<file path="src/rtl/i4004_bus_ctrl.sv">
// i4004_bus_ctrl: two-phase clock / POC generator and opcode fetch bridge for the i4004 core.
// Build option BUS_STALL_EN: a late mem_ack freezes A3 seg3 instead of forcing a NOP.
module i4004_bus_ctrl #(
  parameter int DIV        = 2,
  parameter int POC_CYCLES = 8
) (
  input  logic        clk,
  input  logic        rst_n,
  output logic        clk1_out,
  output logic        clk2_out,
  output logic        poc_out,
  input  logic        sync_in,
  input  logic        cmrom_in,
  input  logic [3:0]  cpu_data,
  output logic [3:0]  data_out,
  output logic        data_oe,
  output logic        mem_req,
  output logic [11:0] mem_addr,
  input  logic        mem_ack,
  input  logic [7:0]  mem_data,
  output logic        locked,
  output logic        err
);
  typedef enum logic [2:0] {A1, A2, A3, M1, M2, X1, X2, X3} sub_t;
  localparam int TW = DIV > 1 ? $clog2(DIV) : 1;
  localparam logic [TW-1:0] TICK_END = TW'(DIV - 1);
  sub_t          r_sub;
  logic [1:0]    r_seg;
  logic [TW-1:0] r_tick;
  logic [7:0]    r_poc_cnt;
  logic [7:0]    r_op;
  logic          r_valid;
  logic          r_late;
  logic          w_tick_end;
  logic          w_smp;
  logic          w_deadline;
  logic          w_pending;
  logic          w_sync_bad;
  logic          w_wrap;
  logic          w_freeze;
  logic          w_late;
  assign w_tick_end = r_tick == TICK_END;
  assign w_smp      = w_tick_end && r_seg == 2'd2;
  assign w_deadline = w_tick_end && r_seg == 2'd3 && r_sub == A3;
  assign w_wrap     = w_tick_end && r_seg == 2'd3 && r_sub == X3;
  assign w_pending  = mem_req && !mem_ack;
  assign w_sync_bad = w_smp && sync_in && r_sub != X3;
`ifdef BUS_STALL_EN
  assign w_freeze = w_deadline && w_pending;
  assign w_late   = 1'b0;
`else
  assign w_freeze = 1'b0;
  assign w_late   = w_deadline && w_pending;
`endif
  // Outputs are registered from the counter, so pads trail the counter by one clk.
  always_ff @(posedge clk or negedge rst_n) begin
    if (!rst_n) begin
      r_sub     <= A1;
      r_seg     <= '0;
      r_tick    <= '0;
      r_poc_cnt <= '0;
      r_op      <= '0;
      r_valid   <= 1'b0;
      r_late    <= 1'b0;
      clk1_out  <= 1'b0;
      clk2_out  <= 1'b0;
      poc_out   <= 1'b1;
      data_out  <= '0;
      data_oe   <= 1'b0;
      mem_req   <= 1'b0;
      mem_addr  <= '0;
      locked    <= 1'b0;
      err       <= 1'b0;
    end else begin
      clk1_out <= r_seg == 2'd0;
      clk2_out <= r_seg == 2'd2;
      data_oe  <= r_valid && (r_sub == M1 || r_sub == M2);
      data_out <= !r_valid ? 4'h0 : r_sub == M1 ? r_op[7:4] : r_sub == M2 ? r_op[3:0] : 4'h0;
      if (w_sync_bad) begin
        r_sub  <= X3;
        r_seg  <= 2'd2;
        r_tick <= '0;
      end else if (!w_freeze) begin
        r_tick <= w_tick_end ? '0 : r_tick + TW'(1);
        if (w_tick_end) r_seg <= r_seg + 2'd1;
        if (w_tick_end && r_seg == 2'd3) r_sub <= sub_t'(r_sub + 3'd1);
      end
      if (w_smp && r_sub == X3) locked <= sync_in;
      if (w_sync_bad) begin
        locked <= 1'b0;
        err    <= 1'b1;
      end
      if (w_wrap && poc_out) begin
        r_poc_cnt <= r_poc_cnt + 8'd1;
        if (r_poc_cnt == 8'(POC_CYCLES - 1)) poc_out <= 1'b0;
      end
      // Address is frozen while a request (possibly a late one) is outstanding.
      if (w_smp && !mem_req) begin
        if (r_sub == A1) mem_addr[3:0]  <= cpu_data;
        if (r_sub == A2) mem_addr[7:4]  <= cpu_data;
        if (r_sub == A3) mem_addr[11:8] <= cpu_data;
        if (r_sub == A3 && cmrom_in && !poc_out) begin
          mem_req <= 1'b1;
          r_late  <= 1'b0;
        end
      end
      if (r_sub == X1) r_valid <= 1'b0;
      if (w_late) begin
        r_late  <= 1'b1;
        r_op    <= 8'h00;
        r_valid <= 1'b1;
        err     <= 1'b1;
      end
      if (mem_ack && !mem_req) err <= 1'b1;
      if (mem_ack && mem_req) begin
        mem_req <= 1'b0;
        r_late  <= 1'b0;
        if (!r_late) begin
          r_op    <= mem_data;
          r_valid <= 1'b1;
        end
      end
    end
  end
endmodule

</file>
<file path="config.mk">
export PLATFORM = sky130hd
export DESIGN_NAME = i4004_bus_ctrl
export DESIGN_NICKNAME = d
export VERILOG_FILES = /design/src/rtl/i4004_bus_ctrl.sv
export SDC_FILE = /design/constraint.sdc
export NUM_CORES = 1
export LEC_CHECK = 0
export ABC_AREA = 1
export CORE_MARGIN = 2
export CORE_UTILIZATION = 55
export CTS_CLUSTER_SIZE = 20
export DETAILED_ROUTE_END_ITERATION = 10
export MAX_ROUTING_LAYER = met4
export PLACE_DENSITY = 0.87
export SETUP_SLACK_MARGIN = 0.02
export SYNTH_ARGS = -nofsm -noshare
export SYNTH_HDL_FRONTEND = slang
export SYNTH_SLANG_ARGS = --single-unit
</file>
<file path="constraint.sdc">
create_clock -name clk -period 2.35 [get_ports clk]
set_clock_uncertainty 0.15 [all_clocks]
set_input_delay 0.47 -clock clk [delete_from_list [all_inputs] [get_ports clk]]
set_output_delay 0.47 -clock clk [all_outputs]
set_load 0.05 [all_outputs]
</file>
[After elaboration in Yosys (flattened, before gate mapping)]
Cells that the tools add are included.
Storage, ports and cells
  register bits: 47
  bits of input ports: 17
  output and inout port bits: 23
Cells by class
  add/sub/neg operators: 4
  eq/ne operators: 10
  multiplexer cells: 28
  reductions and logical operators: 36
Operator list (number)
  $mux 8: 3
  $mux 1: 18
  $logic_and 1x1->1: 16
  $mux 4: 3
  $reduce_and 2->1: 6
  $reduce_bool 2->1: 5
  $eq 3x3->1 const B: 3
  $reduce_bool 3->1: 3
  $add 8x1->8 const B: 1
  $eq 8x3->1 const B: 1
  $eq 3x2->1 const B: 2
  $mux 3: 2
  $eq 2x2->1 const B: 2
  $mux 2: 2
  $add 3x1->3 const B: 1
  $eq 3x1->1 const B: 1
  $logic_not 1->1: 3
  $logic_not 3->1: 1
  $ne 3x3->1 const B: 1
  $add 2x1->2 const B: 1
  $logic_not 2->1: 1
  $add 1x1->1 const B: 1
  $logic_or 1x1->1: 1

[Longest topological paths before layout]
Gate-level depths: netlist of run 1.
  depth after elaboration: 7
  mapped depth: 9

[Worst setup path after synthesis of run 1]
Ideal clock, no wire load.
  path type: register to register
  start: register mem_req
  end: register r_op[0]
  setup time: 0.117 ns
  arrival: 1.286 ns
  required time: 2.083 ns
  path slack: 0.796 ns
  cell stages (with the launch flop): 6
  path buffers: 0
  clock period less this slack: 1.554 ns
  cell sequence: dfrtp_1 nand2_1 nor2_4 inv_2 nand3_1 nand2_1
Between the ends
  longest elaborated chain between the ends: 5
  elaborated cells between the ends (all ways): 6
RTL lines
  start, declared: line 17  | output logic mem_req,
  start signal, assigned: line 70  | mem_req <= 1'b0;
  start signal, assigned: line 103  | mem_req <= 1'b1;
  start signal, assigned: line 116  | mem_req <= 1'b0;
  $logic_and 1x1->1: line 46  | assign w_pending = mem_req && !mem_ack;
  $logic_and 1x1->1: line 53  | assign w_late = w_deadline && w_pending;
  $mux 8: line 108  | if (w_late) begin
  $mux 8: line 118  | if (!r_late) begin
  $mux 8 (*): line 115  | if (mem_ack && mem_req) begin
  end signal, assigned: line 119  | r_op <= mem_data;
  end, declared: line 31  | logic [7:0] r_op;
Every way passes the cells marked *; elsewhere a longest branch is shown, timed or not.
A chain may end at the register's enable or synchronous reset.

[Worst setup path after layout of run 1]
  start: register mem_req
  end: output mem_req
No word-level cell between the ends.

==> results by group, run 1 <==
Drt
  • Highest Signal Layer: met4
  • Initial DRC count: 134
  • Via density: 5.04
  • # DRC: 0
  • Final wirelength: 3.98 mm
  • First-pass DRT Iterations: 4
  • WL/cell: 12.5 um
  • Detail Route Antenna Nets: 0
  • Met2 wire length: 2.09 mm
  • Met3 wire len: 143 um
  • Met1 wire length: 1.67 mm
  • Via count: 1,607

Synth
  • Sequential-to-total area share from yosys stat: 0.563
  • Yosys top cell area share: 0.550
  • Distinct cells, synth: 23
  • Mapped Area: approximately 0.0021 mm2
  • Mapped Nets: 254
  • Register bit total from synthesis: 47
  • Asr flop ratio synth: 1.00
  • Biggest area consumer among synthesized cells: dfrtp_1
  • Yosys warning total: 0
  • Top post-synthesis cells by area: dfrtp_1, nand2_1, ha_1
  • Synthesized instance count: 227
  • Post-synth EDFFs: 0
  • Ys flop type: dfrtp_1
  • Syn Area/Cell: 9.22 um2
  • Synth cell count leaders: nand2_1, dfrtp_1, inv_1, o21ai_0, nand3_1
  • Most frequent cell after synthesis: nand2_1

STA
  • Worst-Margin Slew: 0.566 ns
  • Fin crit period: 2.26 ns
  • Setup_tns: 0 ns
  • F_max: approximately 440 MHz
  • Max Slew Vio Count: 0
  • Endpoints failing hold: 0
  • Setup violations, final: 0
  • Setup repair after global routing missed its margin: false
  • Relative slew margins: 0.623
  • Final WS setup: just over 0.09 ns
  • Final Cycle Share: 0.960

Place
  • Setup Slack @ Placement: 0.407 ns
  • Dpl hpwl: 2.98 mm
  • Placed Area: about 0.0025 mm2
  • Routability cong.: between 0.8 and 0.9
  • # port buffers: 39

Clock tree
  • Total CTS buffers: 5
  • H-tree levels: 2
  • Post-CTS setup buffers: 0
  • Clock sink total: 47
  • Clk root buf: clkbuf_8
  • Latest clock arrival within the worst-skew pair: 0.30 ns
  • Clock transition at path regs: 0.08 ns
  • Post-cts sizing count: 0
  • CTS Hold Bufs: 0
  • CTS tree: yes
  • CTS max path bufs: 2

Floorplan
  • Die area: 0.00431 mm2
  • # rows: 22
  • Die height: 65.7 um
  • CORE AREA: 0.00366 mm2
  • Die width: 65.7 um
  • Initial Util: 0.571
  • Boundary pin count: 40

Pwr
  • Cell Pwr Density: 1120 mW/mm2
  • Worst ir drop on vdd: 0.701 mV
  • Leakage power: 1.30 nW
  • Power consumption: 2.94 mW

Critical path
  • Setup CP Type: register to primary output
  • Worst Path Buf+Inv: 1
  • CP cell instances: clkdlybuf4s50_1
  • Crit-path max FO: 5
  • Data required time of the critical path: 1.73 ns
  • Reg-to-Reg Start: r_sub[0]$_DFFE_PN0P_
  • Critical Path Sink Type: primary output
  • Crit path largest cell delay: 0.87 ns
  • Arrival time of the worst setup path: between 1.5 and 2 ns
  • Startpoint types: register
  • CP max-delay cell: clkdlybuf4s50_1
  • Setup crit start: mem_req$_DFFE_PN0P_
  • Family with the most delay on the worst path: buffers and inverters

Status
  • Status: complete, no violations

Finish
  • Final core occ: 0.716
  • Finished Cell Area: roughly 0.0026 mm2
  • N_diodes: 0
  • # nets final: 298
  • Area grow syn2layout: 25.3%
  • # fillers: 290
  • Share of cells above drive strength 1: 0.0664

Global route
  • Pin count of the biggest net entering global routing: 48
  • Total global routing overflow: 0
  • GR Util All Layers: 0.209
  • First-pass GRT wire length: around 6.5 mm
  • Vias in the first global route: 1,439
  • Initial antenna violation count: 0

Run
  • Max cap viols: 0

Hold path
  • Worst hold path type: input port to async pin
-- cell type report --
class	instances	area, um2	share of cell area
repair buffers	40	390	0.149
well taps	48	60.1	0.0229
flip-flops and latches	47	1180	0.449
multi-input cells	150	790	0.301
clock inverters	1	30.0	0.0115
clock buffers	6	72.6	0.0277
inverters	27	101	0.0387
-- per-layer routing --
| metal | GRT usage | up-vias |
|---|---|---|
| met3 | 0.0514 | 7 |
| li1 | - | 809 |
| met4 | 0.0755 | 0 |
| met1 | 0.241 | 752 |
| met5 | - | - |
| met2 | 0.354 | 39 |
-- flip-flops by register name, summed over array words and instances, names as in the netlist --
register / cells
r_sub: 3
locked: 1
r_tick: 1
data_oe: 1
clk1_out: 1
r_valid: 1
mem_addr: 12
err: 1
clk2_out: 1
r_seg: 2
mem_req: 1
r_op: 8
poc_out: 1
data_out: 4
r_poc_cnt: 8
r_late: 1
-- placed cells by master (no fill, tap or decap) --
cell type        instances
bufinv_16                1
buf_4                    2
clkbuf_1                 1
xor2_1                   2
xnor2_1                  1
and2_1                   1
a21oi_1                  5
clkdlybuf4s50_1         37
nor2_4                   3
buf_2                    1
nand2_1                 68
inv_2                    1
ha_1                    10
clkbuf_8                 5
dfrtp_1                 46
nand2_2                  1
o211ai_1                 1
dfstp_2                  1
nand3_1                 18
inv_1                   26
nand2_4                  1
nor2_1                  10
o21ai_0                 21
nand3_2                  2
a21boi_0                 2
nand4_1                  4
-- kinds of logic after synthesis --
| kind of cell | count (synthesis) | share of synthesized area |
|---|---|---|
| and+or+nand+nor | 108 | 0.232 |
| DFF | 47 | 0.563 |
| buffers and inverters | 30 | 0.0598 |
| AOI/OAI and AO/OA | 29 | 0.0730 |
| adders and majority gates | 10 | 0.0598 |
| xor gates and xnor gates | 3 | 0.0126 |
-- power by group --
part           total (mW)  switching (mW)  internal [mW]
registers            1.16           0.137           1.02
clock network       0.562           0.250          0.312
logic                1.22           0.814          0.409
-- per-stage QoR --
stage,std cells,hold WS (ns)
3_3_place_gp,312,0.316
6_report,319,0.0916
2_1_floorplan,227,0.0244
4_1_cts,319,0.112
3_5_place_dp,312,0.324
5_1_grt,319,0.139
-- path summary, 6_finish.rpt --
kind | end | slack, ns | cells after the start
max | mem_req | 0.09 | 1
min | r_seg[0]$_DFFE_PN0N_ | 0.09 | 2
max reg2reg | r_poc_cnt[3]$_DFFE_PN0P_ | 0.55 | 7
min reg2reg | mem_addr[1]$_DFFE_PN0P_ | 0.34 | 2
max in group asynchronous | r_poc_cnt[4]$_DFFE_PN0P_ | 1.57 | 2
min in group clk | mem_addr[1]$_DFFE_PN0P_ | 0.34 | 2
Note: power is estimated with default switching activity, not from simulation.
==> run 2, diff against run 1 <==
Settings changed: CORE_MARGIN 2 to 3.
==> results by group, run 2 (synthesized netlist as in run 1, its figures left out) <==
Status
  • Status: complete, no violations

Drt
  • WL/cell: 11.8 um
  • Detail Route Antenna Nets: 0
  • Via count: 1,597
  • First-pass DRT Iterations: 5
  • Final wirelength: 3.78 mm
  • Initial DRC count: 91
  • # DRC: 0
  • Via density: 5.01

Place
  • Dpl hpwl: 2.91 mm
  • Setup Slack @ Placement: 0.480 ns
  • # port buffers: 39
  • Routability cong.: 0.813

STA
  • Setup repair after global routing missed its margin: false
  • Max Slew Vio Count: 0
  • Worst-Margin Slew: approximately 0.51 ns
  • Setup_tns: 0 ns
  • Final Cycle Share: 0.931
  • Endpoints failing hold: 0
  • Final WS setup: 0.162 ns
  • Relative slew margins: 0.659
  • Setup violations, final: 0
  • Fin crit period: 2.19 ns
  • F_max: roughly 460 MHz

Clock tree
  • Clock transition at path regs: 0.08 ns
  • CTS tree: yes
  • Clk root buf: clkbuf_8
  • Post-cts sizing count: 0
  • CTS max path bufs: 2
  • Clock sink total: between 40 and 50
  • Latest clock arrival within the worst-skew pair: 0.29 ns
  • Total CTS buffers: 5
  • H-tree levels: 2

Finish
  • N_diodes: 0
  • Most common cell after layout, fill and taps aside: nand2_1
  • # fillers: 265
  • # nets final: 300
  • Top Registers: mem_addr: 12 flops, r_op: 8 flops, r_poc_cnt: 8 flops
  • Final core occ: 0.750
  • Max reg flops: 12
  • Biggest register: mem_addr
  • Area grow syn2layout: 25.3%
  • Share of cells above drive strength 1: 0.0733
  • Most frequent cells in the layout: nand2_1, dfrtp_1, clkdlybuf4s50_1

Floorplan
  • Die height: 67.7 um
  • Die width: 67.7 um
  • # rows: 21
  • CORE AREA: 0.00349 mm2
  • Boundary pin count: 40
  • Initial Util: 0.599
  • Die area: roughly 0.0046 mm2

Global route
  • GR Util All Layers: 0.205
  • Initial antenna violation count: 0
  • Total global routing overflow: 0
  • First-pass GRT wire length: 6.72 mm
  • Pin count of the biggest net entering global routing: 22
  • Vias in the first global route: 1,536

Pwr
  • Clock power frac: 0.169
  • Cell Pwr Density: roughly 1100 mW/mm2
  • Power consumption: ~2.8 mW
  • Worst ir drop on vdd: 0.695 mV
  • Sequential Power Share: 0.405
  • Int Pwr: about 1.7 mW
  • Leakage power: 1.31 nW
  • Psw: 1.17 mW
  • Sw Ratio: 0.414
  • Combinational power share: 0.425

Critical path
  • Setup CP Type: register to primary output
  • Reg-to-Reg Start: r_sub[0]$_DFFE_PN0P_
  • Arrival time of the worst setup path: between 1.5 and 2 ns
  • Family with the most delay on the worst path: buffers and inverters
  • Worst Path Buf+Inv: 1
  • Crit path largest cell delay: 0.84 ns
  • Data required time of the critical path: 1.73 ns
  • Crit-path max FO: 5
  • R2R depth: 7
  • Startpoint types: register
  • R2r endpoint: r_poc_cnt[3]$_DFFE_PN0P_
  • Critical Path Sink Type: primary output
  • CP max-delay cell: clkdlybuf4s50_1
  • CP cell instances: clkdlybuf4s50_1
  • Reg-to-reg setup timing slack: 0.61 ns

Hold path
  • Worst hold path type: register to register
  • Hold Crit Start: mem_addr[4]$_DFFE_PN0P_
  • Hold depth: 2
  • Hold path endpoint: mem_addr[4]$_DFFE_PN0P_

Run
  • Max cap viols: 0
[run 2: worst max-delay path by stage]
stage                        endpoint  depth (start not counted)           startpoint  slack, ns
global route                  mem_req                          1  mem_req$_DFFE_PN0P_       0.09
detailed placement            mem_req                          1  mem_req$_DFFE_PN0P_       0.48
CTS                           mem_req                          1  mem_req$_DFFE_PN0P_       0.15
global placement              mem_req                          1  mem_req$_DFFE_PN0P_       0.48
finish                        mem_req                          1  mem_req$_DFFE_PN0P_       0.16
floorplan           r_op[0]$_DFF_PN0_                          5  mem_req$_DFFE_PN0P_       0.80
[run 2: layer usage]
metal	track usage	vias up	share of wire
met3	0.0466	8	0.048
met5	-	-	0
met2	0.309	38	0.48
li1	-	812	-
met4	0.101	0	0.019
met1	0.260	739	0.46
[run 2: repair_timing]
action	4_1_cts	5_1_grt
hold buffers	1	0
buffers inserted	0	0
endpoints found under the hold margin	19	0
[run 2: final cells by class]
cell class	count	area (um2)	share of cell area
Clock buffer	6	82.6	0.0315
Clock inverter	1	5.00	0.00191
Inverter	27	101	0.0387
Multi-Input combinational cell	150	790	0.301
Sequential cell	47	1180	0.449
Tap cell	46	57.6	0.0220
Timing Repair Buffer	42	408	0.156
[run 2: power groups by stage]
stage / logic (mW) / registers, mW / clock network, mW
floorplan: 0.408 / 1.56 / 0
global placement: 1.17 / 1.16 / 0
detailed placement: 1.21 / 1.16 / 0
CTS: 1.22 / 1.15 / 0.487
global route: 1.32 / 1.18 / 0.524
finish: 1.20 / 1.15 / 0.479
[run 2: per-stage QoR]
stage / instance area (um2) / hold WS, ns / cells
3_5_place_dp: 2520 / 0.289 / 311
4_1_cts: 2620 / 0.344 / 319
5_1_grt: 2620 / 0.378 / 319
3_3_place_gp: 2520 / 0.297 / 311
2_1_floorplan: 2090 / 0.0244 / 227
6_report: 2620 / 0.338 / 319
==> run 3, diff against run 2 <==
Settings changed: SLEW_MARGIN from default to 20.
==> results of run 3 <==
Final layout, timing and power as in run 2 (identical DEF).
